**src/rtl/riscv_ctrl_pkg.sv**
```systemverilog
// Shared definitions for the RV32I multi-cycle controller: opcodes, FSM states
// and datapath select encodings.
package riscv_ctrl_pkg;

  localparam logic [6:0] OP_LOAD   = 7'b0000011;
  localparam logic [6:0] OP_STORE  = 7'b0100011;
  localparam logic [6:0] OP_RTYPE  = 7'b0110011;
  localparam logic [6:0] OP_ITYPE  = 7'b0010011;
  localparam logic [6:0] OP_BRANCH = 7'b1100011;
  localparam logic [6:0] OP_JAL    = 7'b1101111;

  typedef enum logic [3:0] {
    S_FETCH,
    S_DECODE,
    S_MEMADR,
    S_MEMREAD,
    S_MEMWB,
    S_MEMWRITE,
    S_EXECR,
    S_EXECI,
    S_ALUWB,
    S_BRANCH,
    S_JAL,
    S_ERROR
  } state_t;

  localparam logic [1:0] ALUOP_ADD   = 2'b00;
  localparam logic [1:0] ALUOP_SUB   = 2'b01;
  localparam logic [1:0] ALUOP_FUNCT = 2'b10;

  localparam logic [1:0] SRCA_PC    = 2'b00;
  localparam logic [1:0] SRCA_OLDPC = 2'b01;
  localparam logic [1:0] SRCA_RS1   = 2'b10;

  localparam logic [1:0] SRCB_RS2  = 2'b00;
  localparam logic [1:0] SRCB_IMM  = 2'b01;
  localparam logic [1:0] SRCB_FOUR = 2'b10;

  localparam logic [1:0] RES_ALUOUT = 2'b00;
  localparam logic [1:0] RES_MEM    = 2'b01;
  localparam logic [1:0] RES_ALU    = 2'b10;

  // States that stall on the shared memory port until mem_ready.
  function automatic logic is_wait_state(input state_t s);
    return (s == S_FETCH) || (s == S_MEMREAD) || (s == S_MEMWRITE);
  endfunction

endpackage

```
**src/rtl/ctrl_wait_timer.sv**
```systemverilog
// Counts consecutive stalled wait-state cycles; flags the stall that would make
// the count reach TIMEOUT. Only instantiated when CTRL_TIMEOUT_EN is defined.
module ctrl_wait_timer #(
  parameter int unsigned TIMEOUT = 15
) (
  input  logic clk,
  input  logic reset,
  input  logic i_en,
  input  logic i_clr,
  output logic o_expired
);

  localparam int unsigned CW = $clog2(TIMEOUT + 1);

  logic [CW-1:0] r_count;

  assign o_expired = i_en && (r_count == CW'(TIMEOUT - 1));

  always_ff @(posedge clk or posedge reset) begin
    if (reset) begin
      r_count <= '0;
    end else if (i_clr) begin
      r_count <= '0;
    end else if (i_en) begin
      r_count <= r_count + 1'b1;
    end
  end

endmodule

```
**src/rtl/riscv_multicycle_ctrl.sv**
```systemverilog
// Multi-cycle RV32I main controller sequencing instructions over a shared
// memory port. Optional stall watchdog enabled by defining CTRL_TIMEOUT_EN.
module riscv_multicycle_ctrl
  import riscv_ctrl_pkg::*;
#(
  parameter int unsigned OPCODE_W = 7,
  parameter int unsigned ALUOP_W  = 2,
  parameter int unsigned TIMEOUT  = 15
) (
  input  logic                clk,
  input  logic                reset,
  input  logic [OPCODE_W-1:0] opcode,
  input  logic [2:0]          funct3,
  input  logic                zero,
  input  logic                mem_ready,
  output logic                pc_write,
  output logic                ir_write,
  output logic                reg_write,
  output logic                mem_read,
  output logic                mem_write,
  output logic                adr_src,
  output logic [1:0]          alu_src_a,
  output logic [1:0]          alu_src_b,
  output logic [1:0]          result_src,
  output logic [ALUOP_W-1:0]  alu_op,
  output logic                instr_done,
  output logic                error
);

  state_t     r_state;
  state_t     w_next;
  logic [6:0] w_opcode;
  logic       w_expired;
  logic       w_pc_write, w_ir_write, w_reg_write, w_mem_write, w_instr_done;
  logic [1:0] w_alu_op;
  logic       w_unused;

  assign w_opcode = 7'(opcode);
  assign w_unused = ^{funct3[2:1], 1'(TIMEOUT)};

`ifdef CTRL_TIMEOUT_EN
  logic w_wait_en;

  assign w_wait_en = is_wait_state(r_state) && !mem_ready;

  ctrl_wait_timer #(
    .TIMEOUT(TIMEOUT)
  ) u_wait_timer (
    .clk      (clk),
    .reset    (reset),
    .i_en     (w_wait_en),
    .i_clr    (!w_wait_en),
    .o_expired(w_expired)
  );
`else
  assign w_expired = 1'b0;
`endif

  always_comb begin
    w_next       = r_state;
    w_pc_write   = 1'b0;
    w_ir_write   = 1'b0;
    w_reg_write  = 1'b0;
    w_mem_write  = 1'b0;
    w_instr_done = 1'b0;
    mem_read     = 1'b0;
    adr_src      = 1'b0;
    alu_src_a    = SRCA_PC;
    alu_src_b    = SRCB_RS2;
    result_src   = RES_ALUOUT;
    w_alu_op     = ALUOP_ADD;
    error        = 1'b0;
    case (r_state)
      S_FETCH: begin
        mem_read   = 1'b1;
        alu_src_a  = SRCA_PC;
        alu_src_b  = SRCB_FOUR;
        result_src = RES_ALU;
        w_ir_write = mem_ready;
        w_pc_write = mem_ready;
        if (mem_ready)      w_next = S_DECODE;
        else if (w_expired) w_next = S_ERROR;
      end
      S_DECODE: begin
        alu_src_a = SRCA_OLDPC;
        alu_src_b = SRCB_IMM;
        case (w_opcode)
          OP_LOAD, OP_STORE: w_next = S_MEMADR;
          OP_RTYPE:          w_next = S_EXECR;
          OP_ITYPE:          w_next = S_EXECI;
          OP_BRANCH:         w_next = S_BRANCH;
          OP_JAL:            w_next = S_JAL;
          default:           w_next = S_ERROR;
        endcase
      end
      S_MEMADR: begin
        alu_src_a = SRCA_RS1;
        alu_src_b = SRCB_IMM;
        w_next    = (w_opcode == OP_STORE) ? S_MEMWRITE : S_MEMREAD;
      end
      S_MEMREAD: begin
        mem_read = 1'b1;
        adr_src  = 1'b1;
        if (mem_ready)      w_next = S_MEMWB;
        else if (w_expired) w_next = S_ERROR;
      end
      S_MEMWB: begin
        result_src   = RES_MEM;
        w_reg_write  = 1'b1;
        w_instr_done = 1'b1;
        w_next       = S_FETCH;
      end
      S_MEMWRITE: begin
        w_mem_write  = 1'b1;
        adr_src      = 1'b1;
        w_instr_done = mem_ready;
        if (mem_ready)      w_next = S_FETCH;
        else if (w_expired) w_next = S_ERROR;
      end
      S_EXECR: begin
        alu_src_a = SRCA_RS1;
        alu_src_b = SRCB_RS2;
        w_alu_op  = ALUOP_FUNCT;
        w_next    = S_ALUWB;
      end
      S_EXECI: begin
        alu_src_a = SRCA_RS1;
        alu_src_b = SRCB_IMM;
        w_alu_op  = ALUOP_FUNCT;
        w_next    = S_ALUWB;
      end
      S_ALUWB: begin
        result_src   = RES_ALUOUT;
        w_reg_write  = 1'b1;
        w_instr_done = 1'b1;
        w_next       = S_FETCH;
      end
      S_BRANCH: begin
        alu_src_a    = SRCA_RS1;
        alu_src_b    = SRCB_RS2;
        w_alu_op     = ALUOP_SUB;
        result_src   = RES_ALUOUT;
        w_pc_write   = zero ^ funct3[0];
        w_instr_done = 1'b1;
        w_next       = S_FETCH;
      end
      S_JAL: begin
        alu_src_a  = SRCA_OLDPC;
        alu_src_b  = SRCB_FOUR;
        result_src = RES_ALUOUT;
        w_pc_write = 1'b1;
        w_next     = S_ALUWB;
      end
      S_ERROR: begin
        error = 1'b1;
      end
      default: w_next = S_ERROR;
    endcase
  end

  // Reset holds the state in FETCH, whose mem_ready-driven strobes must stay quiet.
  assign pc_write   = w_pc_write   && !reset;
  assign ir_write   = w_ir_write   && !reset;
  assign reg_write  = w_reg_write  && !reset;
  assign mem_write  = w_mem_write  && !reset;
  assign instr_done = w_instr_done && !reset;
  assign alu_op     = ALUOP_W'(w_alu_op);

  always_ff @(posedge clk or posedge reset) begin
    if (reset) r_state <= S_FETCH;
    else       r_state <= w_next;
  end

endmodule

```
**config.mk**
```make
export PLATFORM = sky130hd
export DESIGN_NAME = riscv_multicycle_ctrl
export DESIGN_NICKNAME = d
export VERILOG_FILES = /design/src/rtl/riscv_ctrl_pkg.sv /design/src/rtl/ctrl_wait_timer.sv /design/src/rtl/riscv_multicycle_ctrl.sv
export SDC_FILE = /design/constraint.sdc
export NUM_CORES = 1
export LEC_CHECK = 0
export ABC_AREA = 1
export CAP_MARGIN = 40
export CELL_PAD_IN_SITES_DETAIL_PLACEMENT = 1
export CELL_PAD_IN_SITES_GLOBAL_PLACEMENT = 1
export CORE_UTILIZATION = 40
export DETAILED_ROUTE_END_ITERATION = 6
export DONT_BUFFER_PORTS = 1
export GPL_TIMING_DRIVEN = 0
export PLACE_DENSITY_LB_ADDON = 0.1
export REMOVE_ABC_BUFFERS = 1
export SLEW_MARGIN = 10
export SYNTH_ARGS = -nofsm -noshare
export SYNTH_HDL_FRONTEND = slang
export SYNTH_SLANG_ARGS = --single-unit
```
**constraint.sdc**
```tcl
create_clock -name clk -period 3.3 [get_ports clk]
set_clock_uncertainty 0.15 [all_clocks]
set_input_delay 0.33 -clock clk [delete_from_list [all_inputs] [get_ports clk]]
set_output_delay 0.33 -clock clk [all_outputs]
set_load 0.01 [all_outputs]
```
==> results.ini, run 1 <==
[clock_tree]
clk_pin_slew_ns = 0.04
cts-root-buf = clkbuf_4
clock_latency_ns = 0.23
clk_path_buf_depth = 2
tritoncts = yes
cts_made_buffers = 3
clock_sinks = 4
cts.repair.resized = 0
cts.htree.levels = 1

[timing]
max_freq_mhz = 524.6
tightest_slew_ns = 0.3764
setup_viol = 0
final-hold-violation-count = 0
finalCriticalPeriod_ns = 1.906
final_max_slew_viol_count = 0
fin_setup_tns_ns = 0
rsz0062_at_grt = false
fin_crit_sh_pct = 57.76
slew_headroom_pct = 74.71

[global_routing]
grt_max_degree = 9
grt_overflow = 0
antenna_found_initial = 0
track_usage_pct = 21.71
grt_pass1_vias = 559
grt_first_pass_wirelength_um = 2283

[synth]
synth_ff_type = dfrtp_1
syn_area_per_cell_um2 = 5.468
ys_warn_count = 0
ys_seq_area_share_pct = 16.95
async_flop_share_pct = 100.0
netlist_instances = 108
ys_ff_latch = 4
synth_cell_types = 21
syn-cell-area_um2 = 590.6
synth_edf_count = 0

[route]
drcViolationCount = 0
ant_nets = 0
vias = 620
routed_via_density = 4.921
wire_per_inst_um = 11.83
drt_iter0_drc = 9
firstDrtPassIters = 4
wl_um = 1491

[worst_setup_path]
r2r_cells = 6
cp-end-kind = primary output
crit_path_max_fanout = 8
critPathRequiredTime_ns = 2.82
critPathArrivalTime_ns = 1.43
startpoint_type = flop
path_class = flop to primary output

[place]
place.detailed.hpwl_um = 1249
dpl.cell_count = 122
gp_routability_congestion = 0.7356
io_buffer_count = 0

[power_and_ir_drop]
leakage_nw = 0.3730
powerDensity_nw_per_um2 = 192.1
peakVddDrop_uv = 116.0

[finish]
final_common_cell = nand2_1
layout.cells.non_filler = 126
drive_gt1_share_pct = 17.12
regMostFlops = r_state
reg.largest.list = r_state (4)
nets = 127
layout_common_cells = nand2_1, inv_1, nor2_1, nand3_1
syn_to_final_growth_pct = 6.780
diodes = 0
largest_reg_flops = 4

[worst_hold_path]
hold_depth = 3
min_path_type = primary input to flop

[floorplanning]
initial_utilization_pct = 44.28
die_w_um = 40.43
fp.coreArea_um2 = 1334
fp.dieArea_um2 = 1634
die_y_um = 40.43
rows = 13
io_pins = 30

[run_status]
status = completed

[flow_run]
cap_viol_max_count = 0

==> cells in the mapped netlist (2+ instances only) <==
cell | n | area, um^2
nand2_1 | 35 | 131.4
inv_1 | 20 | 75.07
nand3_1 | 11 | 55.05
nor2_1 | 11 | 41.29
dfrtp_1 | 4 | 100.1
nand2_2 | 4 | 25.02
inv_2 | 3 | 11.26
nor2_2 | 3 | 18.77
nor2_4 | 3 | 33.78
nor3_1 | 2 | 10.01
o21ai_0 | 2 | 10.01
==> what timing repair did <==
item / 4_1_cts / 5_1_grt
hold endpoints to repair: 4 / 0
hold buffers: 1 / 0
setup buffers: 0 / 0
==> final cells by class <==
type                            count  area, um^2
Inverter                           24       90.09
Fill cell                         202       703.2
Timing Repair Buffer                1       10.01
Tap cell                           15       18.77
Sequential cell                     4       100.1
Multi-Input combinational cell     79       389.1
Clock buffer                        3       22.52
==> report_power, final <==
part | total [mW] | leakage, nW | internal, mW | switching (mW)
sequential | 0.0493 | 0.0402 | 0.0493 | 0
clock | 0.0610 | 0.0138 | 0.0407 | 0.0203
combinational | 0.0108 | 0.319 | 0.00401 | 0.00683
total | 0.121 | 0.373 | 0.0940 | 0.0271
==> through the flow <==
stage / utilization (%) / cell area (um^2) / total power [mW] / setup WS, ns / hold slack [ns]
global placement: 44.84 / 598.1 / 0.05958 / 1.654 / -0.04457
finish: 47.28 / 630.6 / 0.1212 / 1.394 / 0.1797
floorplan: - / 579.3 / 0.05825 / 1.763 / -0.05392
detailed placement: 44.84 / 598.1 / 0.05983 / 1.638 / -0.04339
global route: 47.28 / 630.6 / 0.1287 / 1.246 / 0.2078
CTS: 47.28 / 630.6 / 0.1254 / 1.381 / 0.1750
==> worst max-delay path, cell delays in order, from the launching register on <==
cell	delay, ns
dfrtp_1	0.55
nand2_1	0.12
nor2_1	0.11
inv_1	0.09
o21ai_0	0.08
a21oi_1	0.06
nor2_1	0.18
==> layer usage <==
| metal | up-vias | wire length [um] | GRT usage [%] |
|---|---|---|---|
| met5 | - | 0 | 0 |
| met4 | 0 | 0 | 10.00 |
| met3 | 0 | 27 | 3.333 |
| met2 | 11 | 723 | 35.32 |
| met1 | 278 | 740 | 27.76 |
| li1 | 331 | - | - |
==> cell families (layout without fill, tap and decap cells) <==
family	count (synthesis)	in the layout	synth area share, %
and+or+nand+nor	72	72	58.05
AOI/OAI and AO/OA	6	6	6.357
buffers and inverters	25	28	17.16
xor gates and xnor gates	1	1	1.483
DFF	4	4	16.95
==> path summary, 6_finish.rpt <==
check,startpoint,endpoint,slack (ns)
setup / recovery,r_state[1],pc_write,1.39
min in group asynchronous,reset,r_state[0],0.28
max in group asynchronous,reset,r_state[3],2.57
setup reg to reg,r_state[1],r_state[0],1.83
hold reg to reg,r_state[0],r_state[0],0.50
hold / removal,mem_ready,r_state[2],0.18
Note: power is estimated with default switching activity, not from simulation.
==> run 2, diff against run 1 <==
- CORE_UTILIZATION: 40 -> 37
- clock period: 3.3 -> 2 ns (I/O delays scaled with it)
==> run 2 against run 1 <==
Effect of this change: register-to-register slack worse by 1.3 ns; final cell count grew 0.79%; global-route usage decreased by 1.5 points; core utilization fell by 5.3 points; final area up 0.20%; largest power group unchanged; die area up 7.7%; critical endpoint unchanged.
==> results.ini, run 2 (synthesis gave the netlist of run 1 again) <==
[run_status]
status = completed

[global_routing]
grt_max_degree = 9
track_usage_pct = 20.22
antenna_found_initial = 0
grt_overflow = 0
grt_pass1_vias = 640
grt_first_pass_wirelength_um = 2697

[timing]
setup_ws_ns = 0.2316
fin_setup_tns_ns = 0
final_max_slew_viol_count = 0
max_freq_mhz = 565.5
slew_headroom_pct = 75.92
final-hold-violation-count = 0
tightest_slew_ns = 0.3585
rsz0062_at_grt = false
finalCriticalPeriod_ns = 1.768
fin_crit_sh_pct = 88.42
setup_viol = 0

[worst_setup_path]
startpoint_type = flop
r2r_cells = 6
r2r-end = r_state[1]
cp-end-kind = primary output
path_class = flop to primary output
ff2ff_setup_slack_ns = 0.54
crit_path_max_fanout = 3
critPathRequiredTime_ns = 1.65
critPathArrivalTime_ns = 1.42
regToRegStartpoint = r_state[1]

[clock_tree]
clk_pin_slew_ns = 0.03
cts.htree.levels = 1
cts.repair.resized = 0
cts_made_buffers = 3
postCtsHoldBufs = 1
clock_latency_ns = 0.23
cts-root-buf = clkbuf_4
clock_sinks = 4
clk_path_buf_depth = 2
tritoncts = yes
cts_setup_buffers = 0

[power_and_ir_drop]
peakVddDrop_uv = 256.7
leakage_nw = 0.3730
powerDensity_nw_per_um2 = 311.7

[flow_run]
cap_viol_max_count = 0

[place]
place.detailed.hpwl_um = 1229
dpl.cell_count = 123
preCtsSetupSlack_ns = 0.4800
place_area_um2 = 599.3
io_buffer_count = 0
gp_routability_congestion = 0.7135

[floorplanning]
fp.dieArea_um2 = 1760
fp.coreArea_um2 = 1506
rows = 14
die_w_um = 41.95
io_pins = 30
initial_utilization_pct = 39.20
die_y_um = 41.95

[worst_hold_path]
hold_depth = 3
min_path_type = primary input to flop
hold-path-endpoint = r_state[2]
worst_hold_startpoint = mem_ready

[route]
routed_via_density = 4.953
wl_um = 1458
drcViolationCount = 0
drt_iter0_drc = 9
wire_per_inst_um = 11.48
vias = 629
ant_nets = 0
firstDrtPassIters = 4

[finish]
regMostFlops = r_state
reg.largest.list = r_state (4)
drive_gt1_share_pct = 17.12
largest_reg_flops = 4
final_common_cell = nand2_1
nets = 127
diodes = 0
syn_to_final_growth_pct = 6.992
layout.cells.non_filler = 127
layout_common_cells = nand2_1, inv_1, nor2_1, nand3_1
fin_area_um2 = 631.9

run 2: power by group:
| group | leakage (nW) | switching, mW | total [mW] | internal (mW) |
|---|---|---|---|---|
| clock | 0.0138 | 0.0304 | 0.0973 | 0.0669 |
| combinational | 0.319 | 0.0116 | 0.0182 | 0.00662 |
| sequential | 0.0402 | 0 | 0.0814 | 0.0814 |
| total | 0.373 | 0.0420 | 0.197 | 0.155 |
run 2: area by class of cell:
cell class	instances	area (um^2)
Sequential cell	4	100.1
Inverter	24	90.09
Multi-Input combinational cell	79	389.1
Timing Repair Buffer	1	10.01
Fill cell	233	874.6
Tap cell	16	20.02
Clock buffer	3	22.52
run 2: stage by stage:
stage	utilization, %	hold slack [ns]	total power, mW
2_1_floorplan	-	-0.1839	0.09612
3_3_place_gp	39.78	-0.1740	0.09843
3_5_place_dp	39.78	-0.1725	0.09895
4_1_cts	41.94	0.05409	0.2050
5_1_grt	41.94	0.07867	0.2136
6_report	41.94	0.06467	0.1969
run 2: worst max-delay path by stage:
stage                           from  cells past startpoint  endpoint
after floorplan           r_state[1]                      5  pc_write
after global placement    r_state[0]                      6  pc_write
after detailed placement  r_state[1]                      6  pc_write
after CTS                 r_state[1]                      6  pc_write
after global routing      r_state[1]                      5  pc_write
final                     r_state[2]                      7  pc_write
run 2: metal layers:
metal  part of all wire [%]  GRT usage [%]
met4                      0          9.677
met5                      0              0
met3                    2.3          3.043
met2                     44          29.69
met1                     54          28.80
run 2: worst max-delay path, stage by stage (launching register included):
cell and delay (ns):
dfrtp_1 0.40, inv_1 0.11, nand2_1 0.11, inv_1 0.09, nand2_1 0.09, inv_1 0.13
a21oi_1 0.08, nor2_1 0.18
